`config.mk`:
```
export PLATFORM = sky130hd
export DESIGN_NAME = inv_norm_arbiter
export DESIGN_NICKNAME = d
export VERILOG_FILES = /design/src/rtl/inv_norm_arbiter.sv
export SDC_FILE = /design/constraint.sdc
export NUM_CORES = 1
export LEC_CHECK = 0
export BUFFER_PORTS_ARGS = -buffer_cell sky130_fd_sc_hd__buf_2
export CAP_MARGIN = 20
export CELL_PAD_IN_SITES_DETAIL_PLACEMENT = 1
export CELL_PAD_IN_SITES_GLOBAL_PLACEMENT = 1
export CORE_MARGIN = 3
export CORE_UTILIZATION = 31
export CTS_BUF_LIST = sky130_fd_sc_hd__clkbuf_16
export CTS_CLUSTER_DIAMETER = 60
export DETAILED_ROUTE_END_ITERATION = 8
export PLACE_DENSITY = 0.75
export SYNTH_ARGS = -nofsm -noshare
export SYNTH_HDL_FRONTEND = slang
export SYNTH_SLANG_ARGS = --single-unit
```
`constraint.sdc`:
```
create_clock -name clk -period 3.5 [get_ports clk]
set_clock_uncertainty 0.05 [all_clocks]
set_input_delay 0.525 -clock clk [delete_from_list [all_inputs] [get_ports clk]]
set_output_delay 0.525 -clock clk [all_outputs]
set_load 0.05 [all_outputs]
```
`src/rtl/inv_norm_arbiter.sv`:
```
// Round-robin arbiter sharing one pipelined inverse-norm unit between N requesters.
// An in-order tag FIFO records each issuer so every unit result is routed back to it.
module inv_norm_arbiter #(
  parameter int N         = 4,
  parameter int TAG_DEPTH = 4
) (
  input  logic                       clk,
  input  logic                       nrst,
  input  logic [N-1:0]               req_valid,
  input  logic [N*32-1:0]            req_data,
  output logic [N-1:0]               req_ready,
  output logic                       unit_valid,
  output logic [31:0]                unit_data,
  input  logic [31:0]                unit_d_out,
  input  logic [5:0]                 unit_scale,
  input  logic                       unit_valid_out,
  output logic [N-1:0]               rsp_valid,
  output logic [31:0]                rsp_data,
  output logic [5:0]                 rsp_scale,
  output logic [$clog2(TAG_DEPTH):0] outstanding,
  output logic                       err_orphan
);
  localparam int IDW = $clog2(N);
  localparam int PW  = $clog2(TAG_DEPTH);
  localparam logic [IDW:0] N_EXT = (IDW+1)'(N);
  localparam logic [N-1:0] ONE_N = {{(N-1){1'b0}}, 1'b1};

  logic [IDW-1:0] rr_ptr_q, rr_ptr_d, rr_next_s;
  logic [PW:0]    wptr_q, wptr_d, rptr_q, rptr_d;
  logic [PW:0]    cnt_q, cnt_d;
  logic [IDW-1:0] tag_mem_q [TAG_DEPTH];
  logic           unit_valid_q;
  logic [31:0]    unit_data_q, unit_data_d;
  logic [N-1:0]   rsp_valid_q, rsp_valid_d;
  logic [31:0]    rsp_data_q, rsp_data_d;
  logic [5:0]     rsp_scale_q, rsp_scale_d;
  logic           err_orphan_q, err_orphan_d;

  logic [2*N-1:0] req_dbl_s;
  logic [N-1:0]   req_rot_s;
  logic           any_s;
  logic [IDW:0]   win_sum_s;
  logic [IDW-1:0] win_idx_s;
  logic [IDW-1:0] head_s;
  logic [31:0]    sel_data_s;
  logic           full_s, empty_s, push_s, pop_s;

  // Rotate requests so rr_ptr sits at bit 0; the lowest set bit of the rotation wins.
  always_comb begin
    req_dbl_s = {req_valid, req_valid} >> rr_ptr_q;
    req_rot_s = req_dbl_s[N-1:0];
    any_s     = 1'b0;
    win_sum_s = '0;
    for (int j = N - 1; j >= 0; j--) begin
      win_sum_s = req_rot_s[j] ? ({1'b0, rr_ptr_q} + (IDW+1)'(j)) : win_sum_s;
      any_s     = any_s | req_rot_s[j];
    end
    if (win_sum_s >= N_EXT) begin
      win_idx_s = IDW'(win_sum_s - N_EXT);
    end else begin
      win_idx_s = win_sum_s[IDW-1:0];
    end
  end

  // Winner data mux.
  always_comb begin
    sel_data_s = 32'h0000_0000;
    for (int j = 0; j < N; j++) begin
      sel_data_s = (IDW'(j) == win_idx_s) ? req_data[j*32 +: 32] : sel_data_s;
    end
  end

  assign full_s  = (wptr_q[PW] != rptr_q[PW]) && (wptr_q[PW-1:0] == rptr_q[PW-1:0]);
  assign empty_s = (wptr_q == rptr_q);
  assign head_s  = tag_mem_q[rptr_q[PW-1:0]];

  // Grant is withheld while the tag FIFO is full, with no same-cycle pop bypass.
  always_comb begin
    if (nrst && !full_s && any_s) begin
      req_ready = ONE_N << win_idx_s;
    end else begin
      req_ready = '0;
    end
  end

  assign push_s = |(req_valid & req_ready);
  assign pop_s  = unit_valid_out & ~empty_s;

  // Next-state for pointers, counters and the registered response bus.
  always_comb begin
    rr_next_s    = (win_idx_s == IDW'(N - 1)) ? '0 : (win_idx_s + IDW'(1));
    rr_ptr_d     = push_s ? rr_next_s : rr_ptr_q;
    wptr_d       = push_s ? (wptr_q + (PW+1)'(1)) : wptr_q;
    rptr_d       = pop_s  ? (rptr_q + (PW+1)'(1)) : rptr_q;
    unit_data_d  = push_s ? sel_data_s : unit_data_q;
    rsp_valid_d  = pop_s  ? (ONE_N << head_s) : '0;
    rsp_data_d   = pop_s  ? unit_d_out : rsp_data_q;
    rsp_scale_d  = pop_s  ? unit_scale : rsp_scale_q;
    err_orphan_d = err_orphan_q | (unit_valid_out & empty_s);
    case ({push_s, pop_s})
      2'b10:   cnt_d = cnt_q + (PW+1)'(1);
      2'b01:   cnt_d = cnt_q - (PW+1)'(1);
      default: cnt_d = cnt_q;
    endcase
  end

  // State registers; reset discards every in-flight tag.
  always_ff @(posedge clk or negedge nrst) begin
    if (!nrst) begin
      rr_ptr_q     <= '0;
      wptr_q       <= '0;
      rptr_q       <= '0;
      cnt_q        <= '0;
      unit_valid_q <= 1'b0;
      unit_data_q  <= 32'h0000_0000;
      rsp_valid_q  <= '0;
      rsp_data_q   <= 32'h0000_0000;
      rsp_scale_q  <= 6'h00;
      err_orphan_q <= 1'b0;
      for (int i = 0; i < TAG_DEPTH; i++) begin
        tag_mem_q[i] <= '0;
      end
    end else begin
      rr_ptr_q     <= rr_ptr_d;
      wptr_q       <= wptr_d;
      rptr_q       <= rptr_d;
      cnt_q        <= cnt_d;
      unit_valid_q <= push_s;
      unit_data_q  <= unit_data_d;
      rsp_valid_q  <= rsp_valid_d;
      rsp_data_q   <= rsp_data_d;
      rsp_scale_q  <= rsp_scale_d;
      err_orphan_q <= err_orphan_d;
      if (push_s) begin
        tag_mem_q[wptr_q[PW-1:0]] <= win_idx_s;
      end
    end
  end

  assign unit_valid  = unit_valid_q;
  assign unit_data   = unit_data_q;
  assign rsp_valid   = rsp_valid_q;
  assign rsp_data    = rsp_data_q;
  assign rsp_scale   = rsp_scale_q;
  assign outstanding = cnt_q;
  assign err_orphan  = err_orphan_q;

endmodule
```
==> impl_metrics.prom <==
# TYPE chip_impl_metric gauge
chip_impl_info{name="status",value="finished, final reports clean"} 1
chip_impl_metric{name="drt_iter0_markers",unit=""} 115
chip_impl_metric{name="fp.dieH",unit="µm"} 132.6
chip_impl_metric{name="power_density",unit="nW/µm²"} 1113
chip_impl_metric{name="die_area",unit="µm²"} 17580
chip_impl_metric{name="placed_cells",unit=""} 862
chip_impl_metric{name="synthToLayoutAreaGrowth",unit="%"} 36.92
chip_impl_info{name="timing_worst_setup_path_type",value="register to register"} 1
chip_impl_metric{name="crit_fanout",unit=""} 19
chip_impl_metric{name="remaining_global_route_overflow",unit=""} 0
chip_impl_info{name="synth_area_leaders",value="sky130_fd_sc_hd__dfrtp_1 48%, sky130_fd_sc_hd__mux2_2 14%, sky130_fd_sc_hd__a221oi_1 5.5%"} 1
chip_impl_metric{name="antenna_left",unit=""} 0
chip_impl_metric{name="fraction_of_the_mapped_netlist_area_in_simple_logic_gates",unit="%"} 8.864
chip_impl_metric{name="maxCapViolCount",unit=""} 0
chip_impl_metric{name="cts_hold_buf",unit=""} 0
chip_impl_metric{name="critPathRequiredTime",unit="ps"} 3730
chip_impl_metric{name="tritoncts_num_sinks",unit=""} 95
chip_impl_metric{name="timing.final.ws_setup",unit="ps"} 216.6
chip_impl_metric{name="layout.core_utilization",unit="%"} 44.10
chip_impl_info{name="cpLargestDelayFamily",value="simple AND/OR/NAND/NOR gates"} 1
chip_impl_metric{name="final_layout_size_suffix_gt1_share",unit="%"} 55.41
chip_impl_info{name="synth_ff_type",value="sky130_fd_sc_hd__dfrtp_1"} 1
chip_impl_info{name="end_kind",value="register"} 1
chip_impl_metric{name="multiInputGateArea",unit="µm²"} 2402
chip_impl_metric{name="synth-adder-area-share",unit="%"} 2.921
chip_impl_metric{name="reg2reg_setup_slack",unit="ps"} 220
chip_impl_info{name="critical_path_s_slowest_cell",value="sky130_fd_sc_hd__nor2b_2"} 1
chip_impl_metric{name="clockBufferDepth",unit=""} 2
chip_impl_metric{name="synth_enable_flop_cells",unit=""} 0
chip_impl_info{name="grt_setup_unrepaired",value="false"} 1
chip_impl_info{name="yosys.area.top_type",value="sky130_fd_sc_hd__dfrtp_1"} 1
chip_impl_metric{name="timing.critical_path.arrival",unit="ps"} 3520
chip_impl_metric{name="worst_setup_hold_path_clk_slew",unit="ps"} 70
chip_impl_metric{name="grt_pass1_vias",unit=""} 4884
chip_impl_info{name="clk_root_buffer_cell",value="sky130_fd_sc_hd__clkbuf_16"} 1
chip_impl_metric{name="synth.net_count",unit=""} 597
chip_impl_metric{name="grt_pass1_wl",unit="µm"} 25810
chip_impl_metric{name="antenna_cells",unit=""} 0
chip_impl_metric{name="filler_cell_count",unit=""} 1833
chip_impl_info{name="start_kind",value="register"} 1
chip_impl_metric{name="postCtsSetupRepairBufs",unit=""} 0
chip_impl_metric{name="synthMuxAreaShare",unit="%"} 21.03
chip_impl_metric{name="grt_util_all_layers",unit="%"} 18.23
chip_impl_metric{name="floorplan.initialDensity",unit="%"} 32.21
chip_impl_metric{name="core_area",unit="µm²"} 15430
chip_impl_metric{name="tns",unit="ps"} 0
chip_impl_metric{name="ys_seq_elements",unit=""} 95
chip_impl_metric{name="netlist.area_leader.share",unit="%"} 47.85
chip_impl_metric{name="synth_area",unit="µm²"} 4969
chip_impl_metric{name="port-buffer-count",unit=""} 255
chip_impl_metric{name="ys_seq_area_share",unit="%"} 47.85
chip_impl_metric{name="drc_errors",unit=""} 0
chip_impl_info{name="tritoncts",value="yes"} 1
chip_impl_metric{name="cts_buffers",unit=""} 9
chip_impl_metric{name="yosys_warnings",unit=""} 0
chip_impl_metric{name="syn-mean-instance-area",unit="µm²"} 12.03
chip_impl_metric{name="h-tree-depth",unit=""} 3
chip_impl_metric{name="timing.final.max_slew_violations",unit=""} 0
chip_impl_metric{name="grt_start_max_net_pins",unit=""} 66
chip_impl_metric{name="post_synth_inst_count",unit=""} 413
chip_impl_metric{name="cellLeakagePower",unit="nW"} 3.350
chip_impl_metric{name="floorplan.die.width",unit="µm"} 132.6
chip_impl_metric{name="vdd.ir_drop.worst",unit="µV"} 391.8
chip_impl_metric{name="route.detailed.wl_per_inst",unit="µm"} 18.67
chip_impl_metric{name="compound_gate_portion_of_the_synthesized_area",unit="%"} 13.20
chip_impl_metric{name="layout_worst_path_cycle_share",unit="%"} 93.81
chip_impl_metric{name="layout.nets",unit=""} 846
chip_impl_metric{name="place_worst_setup_slack",unit="ps"} 64.59
chip_impl_metric{name="wl",unit="µm"} 16370
chip_impl_metric{name="clkLatencyLatePin",unit="ps"} 340
chip_impl_metric{name="timing.final.setup_violations",unit=""} 0
chip_impl_metric{name="timing.final.hold_violations",unit=""} 0
chip_impl_metric{name="seqCellArea",unit="µm²"} 2377
chip_impl_info{name="crit_path_cell_trace",value="nand2b_1 -> nor2_1 -> a211oi_1 -> inv_1 -> ha_1 -> nor2b_2 -> buf_4 -> a221oi_1 -> o31ai_1 -> mux2_4"} 1
chip_impl_metric{name="rows",unit=""} 45
chip_impl_metric{name="synth_xor_area_share",unit="%"} 1.939
chip_impl_metric{name="maxClockFrequency",unit="GHz"} 0.3046
chip_impl_info{name="hold_path.class",value="input pin to async pin"} 1
chip_impl_metric{name="vias",unit=""} 4357
chip_impl_metric{name="firstDrtPassIters",unit=""} 4
chip_impl_metric{name="ios",unit=""} 256
chip_impl_metric{name="synth-async-reset-ratio",unit="%"} 100.0
chip_impl_metric{name="number_of_antenna_violations_at_the_first_check_in_global_routing",unit=""} 0
chip_impl_metric{name="layoutNonFillerInstCount",unit=""} 877
chip_impl_metric{name="hpwlAfterDp",unit="µm"} 12750
chip_impl_metric{name="worst_slew_margin_rel",unit="%"} 36.39
chip_impl_metric{name="post_synth_num_cell_types",unit=""} 35
chip_impl_info{name="synth_top_family_by_area",value="multiplexers"} 1
chip_impl_metric{name="worst_path_largest_cell_delay",unit="ps"} 750
chip_impl_metric{name="critical_path.n_buffers_inverters",unit=""} 2
chip_impl_metric{name="post_detailed_route_via_to_cell_ratio",unit=""} 4.968
chip_impl_metric{name="finalWorstPathRequiredPeriod",unit="ps"} 3283
chip_impl_metric{name="place_congestion",unit=""} 0.9169
chip_impl_metric{name="timing_worst_slew_pin_value",unit="ps"} 949.8
-- what timing repair did --
action / CTS / global route
gates resized for setup: 0 / 2
endpoints found under the setup margin: 0 / 2
endpoints found under the hold margin: 0 / 0
-- sequential cells by signal, summed over array words and instances, names as in the netlist --
name	flops
wptr_q	3
rr_ptr_q	2
rptr_q	3
rsp_scale	6
unit_valid	1
outstanding	3
rsp_valid	4
rsp_data	32
tag_mem_q	8
err_orphan	1
unit_data	32
-- metrics by stage --
stage / hold WS [ps] / area (µm²) / power, mW
2_1_floorplan: 179.4 / 4969 / 5.381
3_3_place_gp: 414.5 / 6452 / 6.310
3_5_place_dp: 429.5 / 6452 / 6.489
4_1_cts: 244.1 / 6794 / 7.669
5_1_grt: 262.7 / 6803 / 8.021
6_report: 232.8 / 6803 / 7.571
-- cell type report --
class / instances / area share, %
clock buffers: 9 / 3.311
clock inverters: 6 / 1.711
inverters: 12 / 0.6621
multi-input cells: 277 / 35.31
flip-flops and latches: 95 / 34.95
well taps: 211 / 3.881
repair buffers: 267 / 20.18
-- synth_stat cells, types with 2 or more instances --
cell / number
sky130_fd_sc_hd__a21oi_1: 5
sky130_fd_sc_hd__xor2_1: 5
sky130_fd_sc_hd__xnor2_1: 6
sky130_fd_sc_hd__a221oi_1: 31
sky130_fd_sc_hd__o21ai_0: 6
sky130_fd_sc_hd__a22o_1: 3
sky130_fd_sc_hd__o31ai_1: 31
sky130_fd_sc_hd__clkbuf_1: 20
sky130_fd_sc_hd__nor2b_1: 32
sky130_fd_sc_hd__nand2_1: 36
sky130_fd_sc_hd__buf_6: 7
sky130_fd_sc_hd__nand3_1: 2
sky130_fd_sc_hd__and2_1: 4
sky130_fd_sc_hd__dfrtp_1: 95
sky130_fd_sc_hd__nor3_1: 2
sky130_fd_sc_hd__buf_2: 2
sky130_fd_sc_hd__mux2i_1: 2
sky130_fd_sc_hd__mux2_2: 62
sky130_fd_sc_hd__nor2_1: 7
sky130_fd_sc_hd__inv_1: 11
sky130_fd_sc_hd__mux4_1: 2
sky130_fd_sc_hd__mux2_1: 3
sky130_fd_sc_hd__mux2_4: 16
sky130_fd_sc_hd__nor3b_1: 2
sky130_fd_sc_hd__ha_1: 10
sky130_fd_sc_hd__nand2b_1: 2
-- where the power goes --
part | switching, mW | total (mW) | internal, mW
clock network | 0.432 | 1.13 | 0.701
logic | 2.95 | 4.47 | 1.52
registers | 0.324 | 1.96 | 1.64
-- metal layers --
layer  track usage [%]  wire, µm  vias to the layer above
met3             5.057      1063                       25
met2             32.67      8483                      170
met4             6.293       342                        0
met5                 0         0                        -
li1                  -         -                     2005
met1             20.87      6483                     2157
-- cells in the final DEF, fill, tap and decap left out, types with 7 or more instances in the layout --
cell type                   count
sky130_fd_sc_hd__a221oi_1      31
sky130_fd_sc_hd__buf_2        254
sky130_fd_sc_hd__buf_4         12
sky130_fd_sc_hd__clkbuf_16      9
sky130_fd_sc_hd__dfrtp_1       95
sky130_fd_sc_hd__ha_1           8
sky130_fd_sc_hd__inv_1         11
sky130_fd_sc_hd__mux2_2        62
sky130_fd_sc_hd__mux2_4        16
sky130_fd_sc_hd__nand2_1       36
sky130_fd_sc_hd__nor2_1         7
sky130_fd_sc_hd__nor2b_1       31
sky130_fd_sc_hd__o31ai_1       31
-- final timing paths --
kind	startpoint	endpoint	cells past startpoint
setup / recovery	rr_ptr_q[1]$_DFFE_PN0P_	unit_data[16]$_DFFE_PN0P_	10
hold reg to reg	rsp_data[2]$_DFFE_PN0P_	rsp_data[2]$_DFFE_PN0P_	1
max in group asynchronous	nrst	unit_data[30]$_DFFE_PN0P_	3
setup reg to reg	rr_ptr_q[1]$_DFFE_PN0P_	unit_data[16]$_DFFE_PN0P_	10
min in group clk	unit_d_out[2]	rsp_data[2]$_DFFE_PN0P_	2
hold / removal	nrst	wptr_q[1]$_DFFE_PN0P_	2
-- logic make-up after synthesis --
family | after synthesis
XOR/XNOR | 11
adder cells (fa/ha/maj) | 11
buffers and inverters | 41
AO/OA/AOI/OAI | 82
multiplexers | 85
flip-flops | 95
AND/OR/NAND/NOR | 88
Note: power is estimated with default switching activity, not from simulation.
